===== src/rtl/pwm_fault_sequencer.sv =====
// Supervisor over N_CH short-circuit protectors: gates PWM and runs bounded auto-recovery.
// Optional macro PWM_FAULT_SEQ_SYNC_EN adds 2-FF synchronizers on Start, Clear and ChOk.
module pwm_fault_sequencer #(
  parameter int N_CH       = 4,
  parameter int RETRY_MAX  = 3,
  parameter int COOL_CYC   = 50_000_000,
  parameter int RST_PULSE  = 4,
  parameter int STABLE_CYC = 25_000_000
) (
  input  logic            CLK_50M,
  input  logic            Rst_n,
  input  logic            Start,
  input  logic            Clear,
  input  logic [N_CH-1:0] ChOk,
  output logic            ResetD,
  output logic            PWM_Gate,
  output logic            Fault,
  output logic [N_CH-1:0] FaultMask,
  output logic [2:0]      RetryCnt,
  output logic [2:0]      State
);

  localparam int PW = (RST_PULSE > 1) ? $clog2(RST_PULSE) : 1;
  localparam int SW = $clog2(STABLE_CYC + 1);

  typedef enum logic [2:0] {
    S_IDLE  = 3'd0,
    S_RUN   = 3'd1,
    S_COOL  = 3'd2,
    S_RESET = 3'd3,
    S_CHECK = 3'd4,
    S_LOCK  = 3'd5
  } state_t;

  logic            start;
  logic            clear;
  logic [N_CH-1:0] chOk;
  logic            allOk;

`ifdef PWM_FAULT_SEQ_SYNC_EN
  logic [1:0]      startSync_q;
  logic [1:0]      clearSync_q;
  logic [N_CH-1:0] chOkMeta_q;
  logic [N_CH-1:0] chOkSync_q;

  always_ff @(posedge CLK_50M) begin
    if (!Rst_n) begin
      startSync_q <= '0;
      clearSync_q <= '0;
      chOkMeta_q  <= '0;
      chOkSync_q  <= '0;
    end else begin
      startSync_q <= {startSync_q[0], Start};
      clearSync_q <= {clearSync_q[0], Clear};
      chOkMeta_q  <= ChOk;
      chOkSync_q  <= chOkMeta_q;
    end
  end

  assign start = startSync_q[1];
  assign clear = clearSync_q[1];
  assign chOk  = chOkSync_q;
`else
  assign start = Start;
  assign clear = Clear;
  assign chOk  = ChOk;
`endif

  assign allOk = &chOk;

  state_t          state_q;
  logic            resetD_q;
  logic            gate_q;
  logic            fault_q;
  logic [N_CH-1:0] faultMask_q;
  logic [2:0]      retryCnt_q;
  logic [25:0]     coolCnt_q;
  logic [PW-1:0]   pulseCnt_q;
  logic [SW-1:0]   stableCnt_q;
  logic            abortPend_q;

  // Gate rises one edge after entering RUN but drops on the same edge that leaves it.
  always_ff @(posedge CLK_50M) begin
    if (!Rst_n) begin
      state_q     <= S_IDLE;
      resetD_q    <= 1'b0;
      gate_q      <= 1'b0;
      fault_q     <= 1'b0;
      faultMask_q <= '0;
      retryCnt_q  <= '0;
      coolCnt_q   <= '0;
      pulseCnt_q  <= '0;
      stableCnt_q <= '0;
      abortPend_q <= 1'b0;
    end else begin
      resetD_q    <= 1'b0;
      gate_q      <= 1'b0;
      fault_q     <= 1'b0;
      stableCnt_q <= '0;
      case (state_q)
        S_IDLE: begin
          if (start && allOk) begin
            state_q <= S_RUN;
            if (retryCnt_q == 3'd0) faultMask_q <= '0;
          end
        end
        S_RUN: begin
          if (!allOk) begin
            state_q     <= S_COOL;
            coolCnt_q   <= '0;
            faultMask_q <= faultMask_q | ~chOk;
          end else if (!start) begin
            state_q <= S_IDLE;
          end else begin
            gate_q <= 1'b1;
            if (stableCnt_q != SW'(STABLE_CYC)) begin
              stableCnt_q <= stableCnt_q + 1'b1;
              if (stableCnt_q == SW'(STABLE_CYC - 1)) retryCnt_q <= '0;
            end else begin
              stableCnt_q <= stableCnt_q;
            end
          end
        end
        S_COOL: begin
          if (!start) begin
            state_q <= S_IDLE;
          end else if (coolCnt_q == 26'(COOL_CYC - 1)) begin
            if (retryCnt_q < 3'(RETRY_MAX)) begin
              state_q     <= S_RESET;
              retryCnt_q  <= retryCnt_q + 3'd1;
              resetD_q    <= 1'b1;
              pulseCnt_q  <= '0;
              abortPend_q <= 1'b0;
            end else begin
              state_q <= S_LOCK;
              fault_q <= 1'b1;
            end
          end else begin
            coolCnt_q <= coolCnt_q + 26'd1;
          end
        end
        S_RESET: begin
          // A Start drop anywhere in the pulse is remembered so the pulse still completes.
          if (!start) abortPend_q <= 1'b1;
          if (pulseCnt_q == PW'(RST_PULSE - 1)) begin
            state_q <= (abortPend_q || !start) ? S_IDLE : S_CHECK;
          end else begin
            pulseCnt_q <= pulseCnt_q + 1'b1;
            resetD_q   <= 1'b1;
          end
        end
        S_CHECK: begin
          if (!allOk) begin
            state_q     <= S_COOL;
            coolCnt_q   <= '0;
            faultMask_q <= faultMask_q | ~chOk;
          end else if (!start) begin
            state_q <= S_IDLE;
          end else begin
            state_q <= S_RUN;
          end
        end
        S_LOCK: begin
          if (clear) begin
            state_q     <= S_IDLE;
            faultMask_q <= '0;
            retryCnt_q  <= '0;
          end else begin
            fault_q <= 1'b1;
          end
        end
        default: begin
          state_q <= S_IDLE;
        end
      endcase
    end
  end

  assign ResetD    = resetD_q;
  assign PWM_Gate  = gate_q;
  assign Fault     = fault_q;
  assign FaultMask = faultMask_q;
  assign RetryCnt  = retryCnt_q;
  assign State     = state_q;

endmodule


===== config.mk =====
export PLATFORM = sky130hd
export DESIGN_NAME = pwm_fault_sequencer
export DESIGN_NICKNAME = d
export VERILOG_FILES = /design/src/rtl/pwm_fault_sequencer.sv
export SDC_FILE = /design/constraint.sdc
export NUM_CORES = 1
export LEC_CHECK = 0
export CORE_MARGIN = 1.5
export CORE_UTILIZATION = 53
export CTS_BUF_LIST = sky130_fd_sc_hd__clkbuf_8 sky130_fd_sc_hd__clkbuf_16
export CTS_CLUSTER_SIZE = 12
export DETAILED_ROUTE_END_ITERATION = 12
export PLACE_DENSITY_LB_ADDON = 0.05
export SLEW_MARGIN = 0
export SYNTH_ARGS = -nofsm -noshare
export SYNTH_HDL_FRONTEND = slang
export SYNTH_SLANG_ARGS = --single-unit

===== constraint.sdc =====
create_clock -name CLK_50M -period 1.9 [get_ports CLK_50M]
set_clock_uncertainty 0.05 [all_clocks]
set_input_delay 0.285 -clock CLK_50M [delete_from_list [all_inputs] [get_ports CLK_50M]]
set_output_delay 0.285 -clock CLK_50M [all_outputs]
set_load 0.03 [all_outputs]

# After elaboration in Yosys (flattened, before gate mapping)
# Cells that the tools add are included.
# word_totals
register_bits	67
inputBits	8
wordCells	112
# op_classes
addsub	4
magnitude_cmp	1
eq_ne	26
muxes	50
bitwise	2
n_reduce_logical	19
# op_table
cell	n
26-bit two-way mux	3
26-bit case mux with 2 select lines	1
3-bit two-way mux	16
2-bit inequality test (second input constant)	15
26-bit by 1-bit adder with 26-bit output (second input constant)	1
26-bit == test (second input constant)	1
25-bit by 1-bit adder with 25-bit output (second input constant)	1
25-bit == test (second input constant)	1
25-bit inequality test (second input constant)	1
5-bit AND reduction	4
3-bit case mux with 6 select lines	1
4-bit two-way mux	4
1-bit two-way mux	14
4-bit case mux with 3 select lines	1
2-bit two-way mux	5
3-bit case mux with 3 select lines	1
9-bit AND reduction	1
4-bit AND reduction	2
7-bit AND reduction	1
3-bit by 2-bit == test with 1-bit output (second input constant)	2
3-bit == test (second input constant)	2
3-bit logical NOT	2
3-bit inequality test (second input constant)	2
1-bit case mux with 2 select lines	3
other kinds (15)	17

# Depth between registers and ports, before layout
# Gate-level depths: netlist of the first run.
# logic_depth
ltp_word	6
ltp_mapped	8

# Least setup slack after synthesis of the first run
# OpenSTA, ideal clock, no wires.
# synth_path
path_kind	flip-flop to flip-flop
start	register state_q[0], in the netlist State[0]
end	register coolCnt_q[23]
arrival_time_ns	1.943
required_ns	1.734
setup_slack_ns	-0.209
stages_incl_launch_ff	7
path_buffers	1
synth_period_minus_slack_ns	2.109
path_cell_list	dfxtp_1 > buf_2 > xor2_1 > nand4_1 > a21oi_1 > a31oi_1 > a41o_1
# synth_between
elab_chain_len	4
word_cells_on_any_way	10
cone_classes	6 x eq/ne; 1 x mux; 3 x reduce/logical
# synth_lines
item	line_no	source
from (decl)	71	state_t state_q;
from (signal assigned)	146	state_q <= (abortPend_q || !start) ? S_IDLE : S_CHECK;
3-bit == test / 3-bit by 1-bit == test with 1-bit output (equally long branches)	100	case (state_q)
2-bit OR reduction (no source line)	-	
2-bit inequality test (no source line) / 2-bit nonzero test (equally long branches)	-	
4-bit AND reduction (no source line)	-	
to (signal assigned)	139	coolCnt_q <= coolCnt_q + 26'd1;
to (decl)	77	logic [25:0] coolCnt_q;
# Parallel ways exist; a longest one is shown, timed or not.
# A chain may end at the register's enable or synchronous reset.

# Worst setup path in the final report of the first run
# layout_path
start	register state_q[0], in the netlist State[0]
end	register state_q[2], in the netlist State[2]
# layout_between
elab_chain_len	3
word_cells_on_any_way	13
cone_classes	10 x eq/ne; 1 x mux; 2 x reduce/logical
# layout_lines
item	line_no
3-bit by 2-bit == test with 1-bit output, or another cell as far along	100
3-bit inequality test (no source line) / 2-bit inequality test (equally long branches)	-
5-bit AND reduction (no source line)	-
# Parallel ways exist; a longest one is shown, timed or not.

==> impl_metrics.toml, run 1 <==
[routing]
drt-wirelength-per-cell_um = 15.9
highest_layer = "met4"
avgViaCountPerCell = 5.69
drcViolationCount = 0
drt-met1-wl_mm = 4.27
firstDrtPassIters = 4
drt_wl_total_mm = 10.2
drtAntennaViolNets = 0
drt-initial-drc-count = 176
vias = 3659
route.met3.wl_um = 541
wl_met2_mm = 5.13

[global_routing]
grt_overflow = 0
grt_pass1_vias = 3389
track_usage_pct = 26.4
grt_max_degree = 27
antenna_found_initial = 0
grt_pass1_wl_mm = 15.2

[finish]
drive_gt1_share_pct = 37.3
syn_to_final_growth_pct = 51.3
fin_nets = 575
final_cells = 643
antennaDiodeCount = 0
nFillCells = 386
final_area_um2 = 5260
fin_util_pct = 82.8

[sta]
finalSetupViolCount = 23
report.final.slew_viol_count = 0
fin_crit_sh_pct = 112
finalCriticalPeriod_ps = 2130
fmax_ghz = 0.470
rsz0062_at_grt = "yes"
max_slew_margin_pct = 71.6
finalHoldViolations = 0
worst_pin_slew_ps = 422
setup_slack_ps = -227

[run]
drv_cap = 0

[setup_path]
critical_path_buf_inv_count = 0
required_ps = 2140
crit_slowest_cell = "or4_4"
cp_slowest_stage_delay_ps = 560
worstPathMaxFanout = 10
start_kind = "flip-flop"
cp_top_family = "simple AND/OR/NAND/NOR gates"
worstPathCellList = "nand3b_1 -> nor2_1 -> or4_4 -> a211oi_4 -> nor4b_4 -> o21a_1"
endpoint_kind = "flip-flop"
worst-setup-path-type = "flip-flop to flip-flop"
cp.arrival_ps = 2370

[floorplanning]
row_count = 29
core_area_um2 = 6350
die_w_um = 84.0
die_area_um2 = 7050
die_h_um = 84.0
ios = 21
start_util_pct = 54.7

[clocking]
cts_hold_buf = 0
cts_tree = "done"
cts_made_buffers = 9
worst_skew_pair.late_latency_ps = 360
clock_sinks = 67
htree_num_levels = 3
clk_pin_slew_ps = 80
clockBufferDepth = 2
cts_root_buf = "clkbuf_8"

[placed_design]
dp_cells = 607
dp_slack_ps = -544
dp_hpwl_mm = 6.31
numPortBuffers = 20
placed_cell_area_um2 = 4540
routabilityCongestion = 0.860

[pwr]
pwr-share-seq_pct = 39.6
p_clk_share_pct = 31.0
p_leak_nw = 2.12
pwr-share-comb_pct = 29.4
total_power_mw = 3.92
power-per-cell-area_nw_per_um2 = 744
peakVddDrop_mv = 0.568
power.net_switching_mw = 1.29
p_int_mw = 2.63
netSwitchingFraction_pct = 32.8

[synthesis]
synth_edf_count = 0
yosys_warnings = 0
async_flop_share_pct = 0
synthesis.area_um2 = 3480
syn_area_per_cell_um2 = 8.28
synth_cell_types = 58
syn_inst = 420
ys_seq_area_share_pct = 38.6
ys.flop_type = "dfxtp_1"
syn_nets = 434
synth_seq_cells = 67

[outcome]
status = "finished with violations"
violations = "setup timing"

[min_path]
min_path_type = "input pin to flip-flop"
-- cells in the final DEF, fill, tap and decap left out, types with 4 or more instances in the layout --
master           Yosys  layout
a41o_1               6       6
clkbuf_8             0       9
nor3_1               6       5
nor2_1              61      60
mux2i_1              4       4
nand4_1             12      12
clkdlybuf4s50_1      0      12
nand3_1             19      16
o21ai_0             11       6
a21oi_2              0       6
inv_1               18      18
buf_4                0     110
buf_6                1      12
o21ai_2              0       5
a21oi_1             26      19
or3_1                9       6
ha_1                 6       5
dfxtp_1             67      57
xnor2_1             19      18
xor2_1              14      12
dfxtp_2              0       9
and2_1               7       5
a21o_1               4       4
a31oi_1              6       6
dlymetal6s2s_1       0       5
nor4_1               5       4
nand2_1             37      35
-- area by class of cell --
| class | count | area, um^2 | share of cell area, % |
|---|---|---|---|
| inverters | 19 | 71.3 | 1.36 |
| clock buffers | 9 | 124 | 2.36 |
| multi-input cells | 320 | 2320 | 44.2 |
| well taps | 77 | 96.3 | 1.83 |
| clock inverters | 7 | 76.3 | 1.45 |
| repair buffers | 144 | 1210 | 23.0 |
| flip-flops and latches | 67 | 1360 | 25.8 |
-- layer usage --
| layer | vias up | global-route usage, % |
|---|---|---|
| met2 | 116 | 43.8 |
| met5 | - | 0 |
| li1 | 1774 | - |
| met3 | 33 | 5.74 |
| met1 | 1736 | 33.6 |
| met4 | 0 | 10.3 |
-- timing repair --
item                       in CTS  in global routing
setup endpoints to repair      37                 44
setup buffers                   4                 16
cloned                          0                  0
pin swaps                       6                 37
gates resized for setup        20                 74
-- power by group through the flow --
stage	registers (mW)	clock network, mW	logic (mW)
2_1_floorplan	1.61	0	0.494
3_3_place_gp	1.56	0	0.931
3_5_place_dp	1.56	0	0.947
4_1_cts	1.53	1.24	0.955
5_1_grt	1.56	1.28	1.23
6_report	1.55	1.21	1.15
-- flip-flops by register name, summed over array words and instances, names as in the netlist --
signal       flops
State            3
PWM_Gate         1
abortPend_q      1
coolCnt_q       26
Fault            1
ResetD           1
pulseCnt_q       2
stableCnt_q     25
RetryCnt         3
FaultMask        4
-- worst paths after layout --
path | startpoint | to | slack, ps | cells after the start
hold reg to reg | FaultMask[3]$_SDFFE_PN0P_ | FaultMask[3]$_SDFFE_PN0P_ | 440 | 2
hold / removal | ChOk[3] | FaultMask[3]$_SDFFE_PN0P_ | 370 | 5
setup / recovery | State[0]$_SDFFE_PN0P_ | State[2]$_SDFFE_PN0P_ | -230 | 6
setup reg to reg | State[0]$_SDFFE_PN0P_ | State[2]$_SDFFE_PN0P_ | -230 | 6
-- stage by stage --
step / hold slack (ps) / TNS [ps]
floorplan: 398 / -110
global placement: 400 / -8470
detailed placement: 419 / -9520
CTS: 438 / -1900
global route: 387 / -4090
finish: 372 / -2030
-- tightest hold or removal path, stage by stage --
cell and delay, ps:
dlymetal6s2s_1 100, buf_4 130, inv_1 40, a21oi_1 120, nor2_1 50
-- Yosys cell counts (3+ instances only) --
cell       n  area share (%)
a21boi_0   4            0.86
a21o_1     4            0.86
a21oi_1   26             3.7
a31oi_1    6             1.1
a41o_1     6             1.7
and2_1     7             1.3
and3_1     6             1.1
and4_1     5             1.3
buf_2      5            0.72
clkbuf_1   6            0.65
dfxtp_1   67              39
ha_1       6             2.2
inv_1     18             1.9
mux2i_1    4             1.2
nand2_1   37             4.0
nand2b_1   3            0.54
nand3_1   19             2.7
nand4_1   12             2.2
nor2_1    61             6.6
nor2b_1    3            0.54
nor3_1     6            0.86
nor4_1     5            0.90
nor4bb_1   5             1.4
o211ai_1   3            0.65
o21ai_0   11             1.6
o31ai_1    3            0.65
or3_1      9             1.6
or4_1      5             1.1
xnor2_1   19             4.8
xor2_1    14             3.5
-- cells by family (layout without fill, tap and decap cells) --
family                   after synthesis  in the layout  share of synthesized area (%)
multiplexers                           4              4                           1.15
flip-flops                            67             67                           38.6
XOR/XNOR                              33             33                           8.32
AO/OA/AOI/OAI                         77             77                           14.5
buffers and inverters                 33            179                           3.96
adder cells (fa/ha/maj)                6              6                           2.16
AND/OR/NAND/NOR                      200            200                           31.3
Note: power is estimated with default switching activity, not from simulation.
==> run 2: changes to the inputs <==
--- a/config.mk
+++ b/config.mk
@@ -12,2 +12,3 @@
 export DETAILED_ROUTE_END_ITERATION = 12
+export MAX_ROUTING_LAYER = met4
 export PLACE_DENSITY_LB_ADDON = 0.05
==> constraint.sdc (replaced) <==
create_clock -name CLK_50M -period 1.9 [get_ports CLK_50M]
set_clock_uncertainty 0.05 [all_clocks]
set_input_delay 0.38 -clock CLK_50M [delete_from_list [all_inputs] [get_ports CLK_50M]]
set_output_delay 0.38 -clock CLK_50M [all_outputs]
set_load 0.03 [all_outputs]
==> impl_metrics.toml, run 2 (synthesis results as in run 1) <==
[run]
drv_cap = 0

[routing]
firstDrtPassIters = 5
vias = 3780
drtAntennaViolNets = 0
drt-initial-drc-count = 343
drt_wl_total_mm = 10.8
drt-wirelength-per-cell_um = 16.9
drcViolationCount = 0
avgViaCountPerCell = 5.92

[pwr]
pwr-share-seq_pct = 38.8
power-per-cell-area_nw_per_um2 = 766
p_leak_nw = 2.09
p_int_mw = 2.74
power.net_switching_mw = 1.27
p_clk_share_pct = 28.6
peakVddDrop_mv = 0.526
netSwitchingFraction_pct = 31.6
pwr-share-comb_pct = 32.6

[setup_path]
cp.arrival_ps = 2370
r2r_slack_ps = -230
cp_top_family = "simple AND/OR/NAND/NOR gates"
worst-setup-path-type = "flip-flop to flip-flop"
required_ps = 2140
endpoint_kind = "flip-flop"
crit_slowest_cell = "nor4_2"
cp_slowest_stage_delay_ps = 400
critical_path_buf_inv_count = 1
worstPathMaxFanout = 4
worstPathCellList = "nor4_2 -> nand3_2 -> or2_4 -> buf_6 -> a211oi_4 -> nor4b_2 -> o21a_1"
start_kind = "flip-flop"

[clocking]
cts_made_buffers = 9
clk_pin_slew_ps = 70
cts_root_buf = "clkbuf_8"
cts_tree = "done"
cts_hold_buf = 0
worst_skew_pair.late_latency_ps = 350
htree_num_levels = 3
clock_sinks = 67
clockBufferDepth = 2

[finish]
syn_to_final_growth_pct = 50.6
fin_util_pct = 82.4
final_cells = 638
multi_input_area_um2 = 2320
regMostFlops = "coolCnt_q"
fin_nets = 572
seq_area_um2 = 1360
largest_register_ff_count = 26
nFillCells = 385
layout_common_cells = "99 x buf_4, 60 x nor2_1, 57 x dfxtp_1"
drive_gt1_share_pct = 36.2
final_common_cell = "buf_4"
antennaDiodeCount = 0

[sta]
report.final.slew_viol_count = 0
timing.hold.ws_ps = 417
fin_crit_sh_pct = 112
rsz0062_at_grt = "yes"
fin_tns_setup_ps = -3940
finalCriticalPeriod_ps = 2130
finalSetupViolCount = 39
max_slew_margin_pct = 70.7
fmax_ghz = 0.471
finalHoldViolations = 0
worst_pin_slew_ps = 436
setup_slack_ps = -225

[floorplanning]
start_util_pct = 54.7
core_area_um2 = 6350
die_area_um2 = 7050
row_count = 29
die_w_um = 84.0
die_h_um = 84.0
ios = 21

[outcome]
status = "finished with violations"
violations = "setup timing"

[global_routing]
grt_overflow = 0
track_usage_pct = 28.8
antenna_found_initial = 0
grt_pass1_vias = 3473
grt_pass1_wl_mm = 15.7
grt_max_degree = 27

[placed_design]
dp_hpwl_mm = 6.34
numPortBuffers = 20
dp_slack_ps = -702
dp_cells = 600
routabilityCongestion = 0.871

[min_path]
min_path_type = "flip-flop to flip-flop"
run 2: stage by stage:
step	total power [mW]	area (um^2)
2_1_floorplan	2.10	3510
3_3_place_gp	2.55	4490
3_5_place_dp	2.57	4490
4_1_cts	3.84	4930
5_1_grt	4.18	5230
6_report	4.01	5230
run 2: layer usage:
metal	GRT usage [%]	up-vias	share of wire, %
met2	48.3	163	49
met5	-	-	0
met3	6.13	57	6.0
met1	33.5	1790	41
li1	-	1770	-
met4	11.8	0	4.2
run 2: worst reg2reg max path: cells and delay by family (launching register included):
family	cells	cell delay, ps
flip-flops	1	320
buffers and inverters	1	130
AND/OR/NAND/NOR	4	1130
AO/OA/AOI/OAI	2	440
run 2: power groups by stage:
stage	clock [mW]	sequential, mW	combinational [mW]
after floorplan	0	1.61	0.491
after global placement	0	1.56	0.981
after detailed placement	0	1.57	1.00
after CTS	1.16	1.55	1.14
after global routing	1.23	1.57	1.39
final	1.14	1.56	1.31
run 2: worst paths after layout:
path	from	to	cells past startpoint
worst max-delay path	coolCnt_q[18]$_SDFFE_PN0P_	State[2]$_SDFFE_PN0P_	7
worst min register to register	FaultMask[1]$_SDFFE_PN0P_	FaultMask[1]$_SDFFE_PN0P_	2
worst min-delay path	FaultMask[1]$_SDFFE_PN0P_	FaultMask[1]$_SDFFE_PN0P_	2
worst max register to register	coolCnt_q[18]$_SDFFE_PN0P_	State[2]$_SDFFE_PN0P_	7
run 2: what timing repair did:
item	in CTS	in global routing
cloned	0	1
buffers inserted	10	14
setup endpoints to repair	42	48
endpoints found under the hold margin	0	0
pin swaps	23	25
resized for setup	55	49
run 2: final cells by class:
class                           count  share of cell area, %
Multi-Input combinational cell    320                   44.3
Tap cell                           77                   1.84
Inverter                           19                   1.41
Clock inverter                      4                  0.837
Clock buffer                       10                   2.63
Sequential cell                    67                   26.0
Timing Repair Buffer              141                   23.0
==> RTL change 1, RTL diff (flow settings as in run 2) <==
Change the parameter `STABLE_CYC` from 25_000_000 to 12_500_000.
--- a/src/rtl/pwm_fault_sequencer.sv
+++ b/src/rtl/pwm_fault_sequencer.sv
@@ -5,7 +5,7 @@
   parameter int RETRY_MAX  = 3,
   parameter int COOL_CYC   = 50_000_000,
   parameter int RST_PULSE  = 4,
-  parameter int STABLE_CYC = 25_000_000
+  parameter int STABLE_CYC = 12_500_000
 ) (
   input  logic            CLK_50M,
   input  logic            Rst_n,
Function: no difference found for any inputs over 10 cycles, from zero or initial values and one cycle with Rst_n low; that may be too few to reach the edited logic, so the function may still have changed.
==> RTL change 1 against run 2 <==
The run still ends with setup timing left. Power shrank 17%. Combinational power shrank 36%. Largest power group unchanged. Sequential cell count shrank 1. Maximum frequency shrank 8.9%. Sequential share of layout area grew 2.6 points. Worst setup slack lost 210 ps. Routed wire length shrank 28%. First-iteration DRC count shrank 50%. Synthesized area shrank 3.0%. Global-route usage shrank 3.5 points. Synthesized cell count shrank 4.0%. Highest routed layer unchanged. Design area shrank 11%. Non-clock buffer count shrank 35.
==> RTL change 1: results (changes against run 2) <==
- CP max FO: 5 (+1)
- Slew margin rel.: 60.55% (-10 points)
- Vias: 3143 (-17%)
- GR Util All Layers: 25.30% (-3.5 points)
- Nets: 517 (-9.6%)
- Drt first pass iters: 4 (-1)
- Dpl cells: 560 (-6.7%)
- Crit-path max cell delay: 590 ps (+190 ps)
- Final setup viols: 38 (-2.6%)
- GPL Wtd Cong: 0.8629 (-0.91%)
- Status: finished, violations left
- Count of different cell masters after synthesis: 54 (-6.9%)
- Sequential fraction of the synthesis area: 39.18% (+0.59 points)
- First-pass GRT wire length: 12800 um (-18%)
- Mapped Nets: 417 (-3.9%)
- Failing checks: setup timing
- Routed len/inst: 13.30 um (-21%)
- Layout cells sized above 1: 27.56% (-8.6 points)
- Post-Syn Instances: 403 (-4.0%)
- Final worst slack: -433.7 ps (-208.5 ps)
- Critical R2R Capture: coolCnt_q[22]$_SDFFE_PN0P_
- Max VDD drop: 0.0005844 V (+11%)
- Synth area leaders: dfxtp_1 39%, xnor2_1 8.1%, nor2_1 7.2%
- Post-synth top cells: 66 x dfxtp_1, 65 x nor2_1, 33 x nand2_1
- Worst path slowest cell: or4_4
- Largest net degree at the start of global routing: 26 (-3.7%)
RTL change 1: power by group:
group          leakage [uW]  internal, uW  total [uW]  switching (uW)
logic               0.00117           405         834             429
clock network     0.0000892           497        1040             545
registers          0.000534          1420        1450            29.9
total               0.00179          2320        3330            1000
RTL change 1: what timing repair did:
item / 4_1_cts / 5_1_grt
endpoints found under the setup margin: 41 / 50
buffers inserted: 4 / 4
resized for setup: 13 / 29
cloned: 0 / 0
pin swaps: 3 / 10
RTL change 1: area by class of cell:
cell class | count | area (sq um)
repair buffers | 106 | 922.1
multi-input cells | 304 | 2077
clock buffers | 10 | 137.6
flip-flops and latches | 66 | 1326
clock inverters | 6 | 33.78
well taps | 75 | 93.84
fillers | 442 | 1375
inverters | 16 | 60.06
RTL change 1: stage by stage:
step | TNS [ps] | total power [uW] | util, % | instance area [sq um] | worst slack [ps]
after floorplan | -11160 | 1938 | - | 3417 | -398.1
after global routing | -16090 | 3502 | 77.18 | 4651 | -530.6
after CTS | -12060 | 3346 | 75.02 | 4521 | -390.7
final | -12220 | 3326 | 77.18 | 4651 | -433.7
after global placement | -16930 | 2282 | 70.81 | 4267 | -527.0
after detailed placement | -17400 | 2292 | 70.81 | 4267 | -549.0
RTL change 1: worst max-delay path: cells and delay by family, from the launching register on:
kind                      cells  cell delay [ps]
xor gates and xnor gates      1              180
buffers and inverters         1              160
AOI/OAI and AO/OA             2              370
DFF                           1              310
and+or+nand+nor               3             1150
RTL change 1: worst min-delay path by stage:
stage,endpoint,depth (start not counted),start
floorplan,pulseCnt_q[1]$_SDFFE_PN0P_,2,pulseCnt_q[1]$_SDFFE_PN0P_
global placement,FaultMask[1]$_SDFFE_PN0P_,1,FaultMask[1]$_SDFFE_PN0P_
detailed placement,FaultMask[1]$_SDFFE_PN0P_,1,FaultMask[1]$_SDFFE_PN0P_
CTS,FaultMask[1]$_SDFFE_PN0P_,1,FaultMask[1]$_SDFFE_PN0P_
global route,FaultMask[1]$_SDFFE_PN0P_,4,ChOk[1]
finish,FaultMask[1]$_SDFFE_PN0P_,1,FaultMask[1]$_SDFFE_PN0P_
RTL change 1: cells by family (layout without fill, tap and decap cells):
| kind of cell | count (synthesis) | in the layout | synth area share, % |
|---|---|---|---|
| XOR/XNOR | 42 | 42 | 10.91 |
| multiplexers | 5 | 5 | 1.484 |
| AO/OA/AOI/OAI | 65 | 65 | 14.69 |
| adder cells (fa/ha/maj) | 6 | 6 | 2.226 |
| buffers and inverters | 33 | 138 | 3.933 |
| AND/OR/NAND/NOR | 186 | 186 | 27.57 |
| flip-flops | 66 | 66 | 39.18 |
RTL change 1: metal layers:
layer	global-route usage, %	vias up	wire length [um]
met1	30.39	1478	3591
met4	8.833	0	103
li1	-	1600	-
met3	5.824	12	256
met5	-	-	0
met2	41.54	53	3805
==> RTL change 2, RTL diff (config.mk and constraints of run 2) <==
Made on the original files. Register the output `RetryCnt` once more, with the module's reset; this adds one clock of latency there. The other outputs are not delayed to match.
--- a/src/rtl/pwm_fault_sequencer.sv
+++ b/src/rtl/pwm_fault_sequencer.sv
@@ -180,7 +180,13 @@
   assign PWM_Gate  = gate_q;
   assign Fault     = fault_q;
   assign FaultMask = faultMask_q;
-  assign RetryCnt  = retryCnt_q;
+  always_ff @(posedge CLK_50M) begin
+    if (!Rst_n) begin
+      RetryCnt <= '0;
+    end else begin
+      RetryCnt <= retryCnt_q;
+    end
+  end
   assign State     = state_q;
 
 endmodule
Check against the original RTL: same outputs for any inputs over 10 cycles, from zero or initial values and one cycle with Rst_n low; that may be too few to reach the edited logic, so the function may still have changed.
==> RTL change 2 against run 2 <==
The flow still finishes with violations (setup timing). Sequential cell count increased by 3. Power increased by 1.8%. First-iteration DRC count increased by 13%. Sequential power about the same. Via count increased by 4.6%. Design area grew 2.7%. Worst setup slack improved by 69 ps. Synthesized area up 6.9%. Routed wire length is 6.6% higher. Critical endpoint is now coolCnt_q[8]$_SDFFE_PN0P_. Highest routed layer unchanged.
==> RTL change 2: results (changes against run 2) <==
- Status: finished, violations left
- Failing checks: setup timing
- Compound-cell area share of the yosys netlist: 15.45% (+0.94 points)
- Dpl hpwl: 6363 um (+0.34%)
- Crit-path max cell delay: 430 ps (+30 ps)
- Combinational Power Share: 31.7% (-0.9 points)
- Inverters: 14 (-5)
- Final worst slack: -156.2 ps (+68.98 ps)
- M1 GR Usage: 36.92% (+3.4 points)
- Pre-CTS setup slack: -474.4 ps (+227.3 ps)
- Reg2reg start: State[1]$_SDFFE_PN0P_
- Static Leak: 0.001899 uW (-9.1%)
- M2 GR Usage: 48.08% (-0.23 points)
- Share of power burned in registers: 38.1% (-0.7 points)
- Signal buffers share of area: 18.88% (-4.1 points)
- Max VDD drop: 0.0005016 V (-4.6%)
- Hold_sp: FaultMask[0]$_SDFFE_PN0P_
- Final setup viols: 19 (-51%)
- Fillers: 426 (+11%)
- Mux share of post-synthesis cell area: 1.616% (+0.46 points)
- Post-Route WL: 11500 um (+6.6%)
- Synth Area in XOR/XNOR: 4.712% (-3.6 points)
- Top cell family by delay on the critical path: compound AO/OA/AOI/OAI gates
- First-pass GRT wire length: 17280 um (+10%)
- Sequential fraction of the synthesis area: 37.70% (-0.89 points)
- Synth area leaders: dfxtp_1 38%, a21oi_1 4.6%, o31ai_1 4.4%
- Worst path slowest cell: o31ai_1
- Number of global-route vias before repair: 3654 (+5.2%)
- WHS: 415.8 ps (-1.375 ps)
- GR Util All Layers: 29.86% (+1.1 points)
- Critical R2R Capture: coolCnt_q[8]$_SDFFE_PN0P_
- Post-synth top cells: 70 x dfxtp_1, 39 x nor2_1, 34 x a21oi_1
- WHS Path Cells: 1 (-1)
- Multi-input combinational area share: 47.53% (+3.2 points)
- Switching Share: 32.09% (+0.51 points)
- Setup TNS: -751.3 ps (+3184 ps)
- Nets: 552 (-3.5%)
- Flop2flop setup slack: -160 ps (+70 ps)
- Area of the mapped netlist: 0.003717 sq mm (+6.9%)
- Vias per std cell: 6.186 (+4.4%)
- Mapped Nets: 457 (+5.3%)
- Syn Area/Cell: 8.391 sq um (+1.4%)
RTL change 2: repair_timing:
action                                  in CTS  in global routing
setup buffers                               12                  3
gates cloned                                 6                  0
pin swaps                                   36                 33
gates resized for setup                     36                 87
endpoints found under the setup margin      41                 38
RTL change 2: per-layer routing:
metal | vias to the layer above | part of all wire, %
met1 | 1843 | 41
met3 | 61 | 7.1
met5 | - | 0
met4 | 0 | 4.9
met2 | 210 | 47
li1 | 1839 | -
RTL change 2: how the worst max path moves through the flow:
stage	end	cells past startpoint
3_5_place_dp	retryCnt_q[1]$_SDFFE_PN0P_	8
4_1_cts	coolCnt_q[19]$_SDFFE_PN0P_	7
5_1_grt	coolCnt_q[8]$_SDFFE_PN0P_	7
3_3_place_gp	retryCnt_q[1]$_SDFFE_PN0P_	8
6_report	coolCnt_q[8]$_SDFFE_PN0P_	7
2_1_floorplan	coolCnt_q[2]$_SDFFE_PN0P_	8
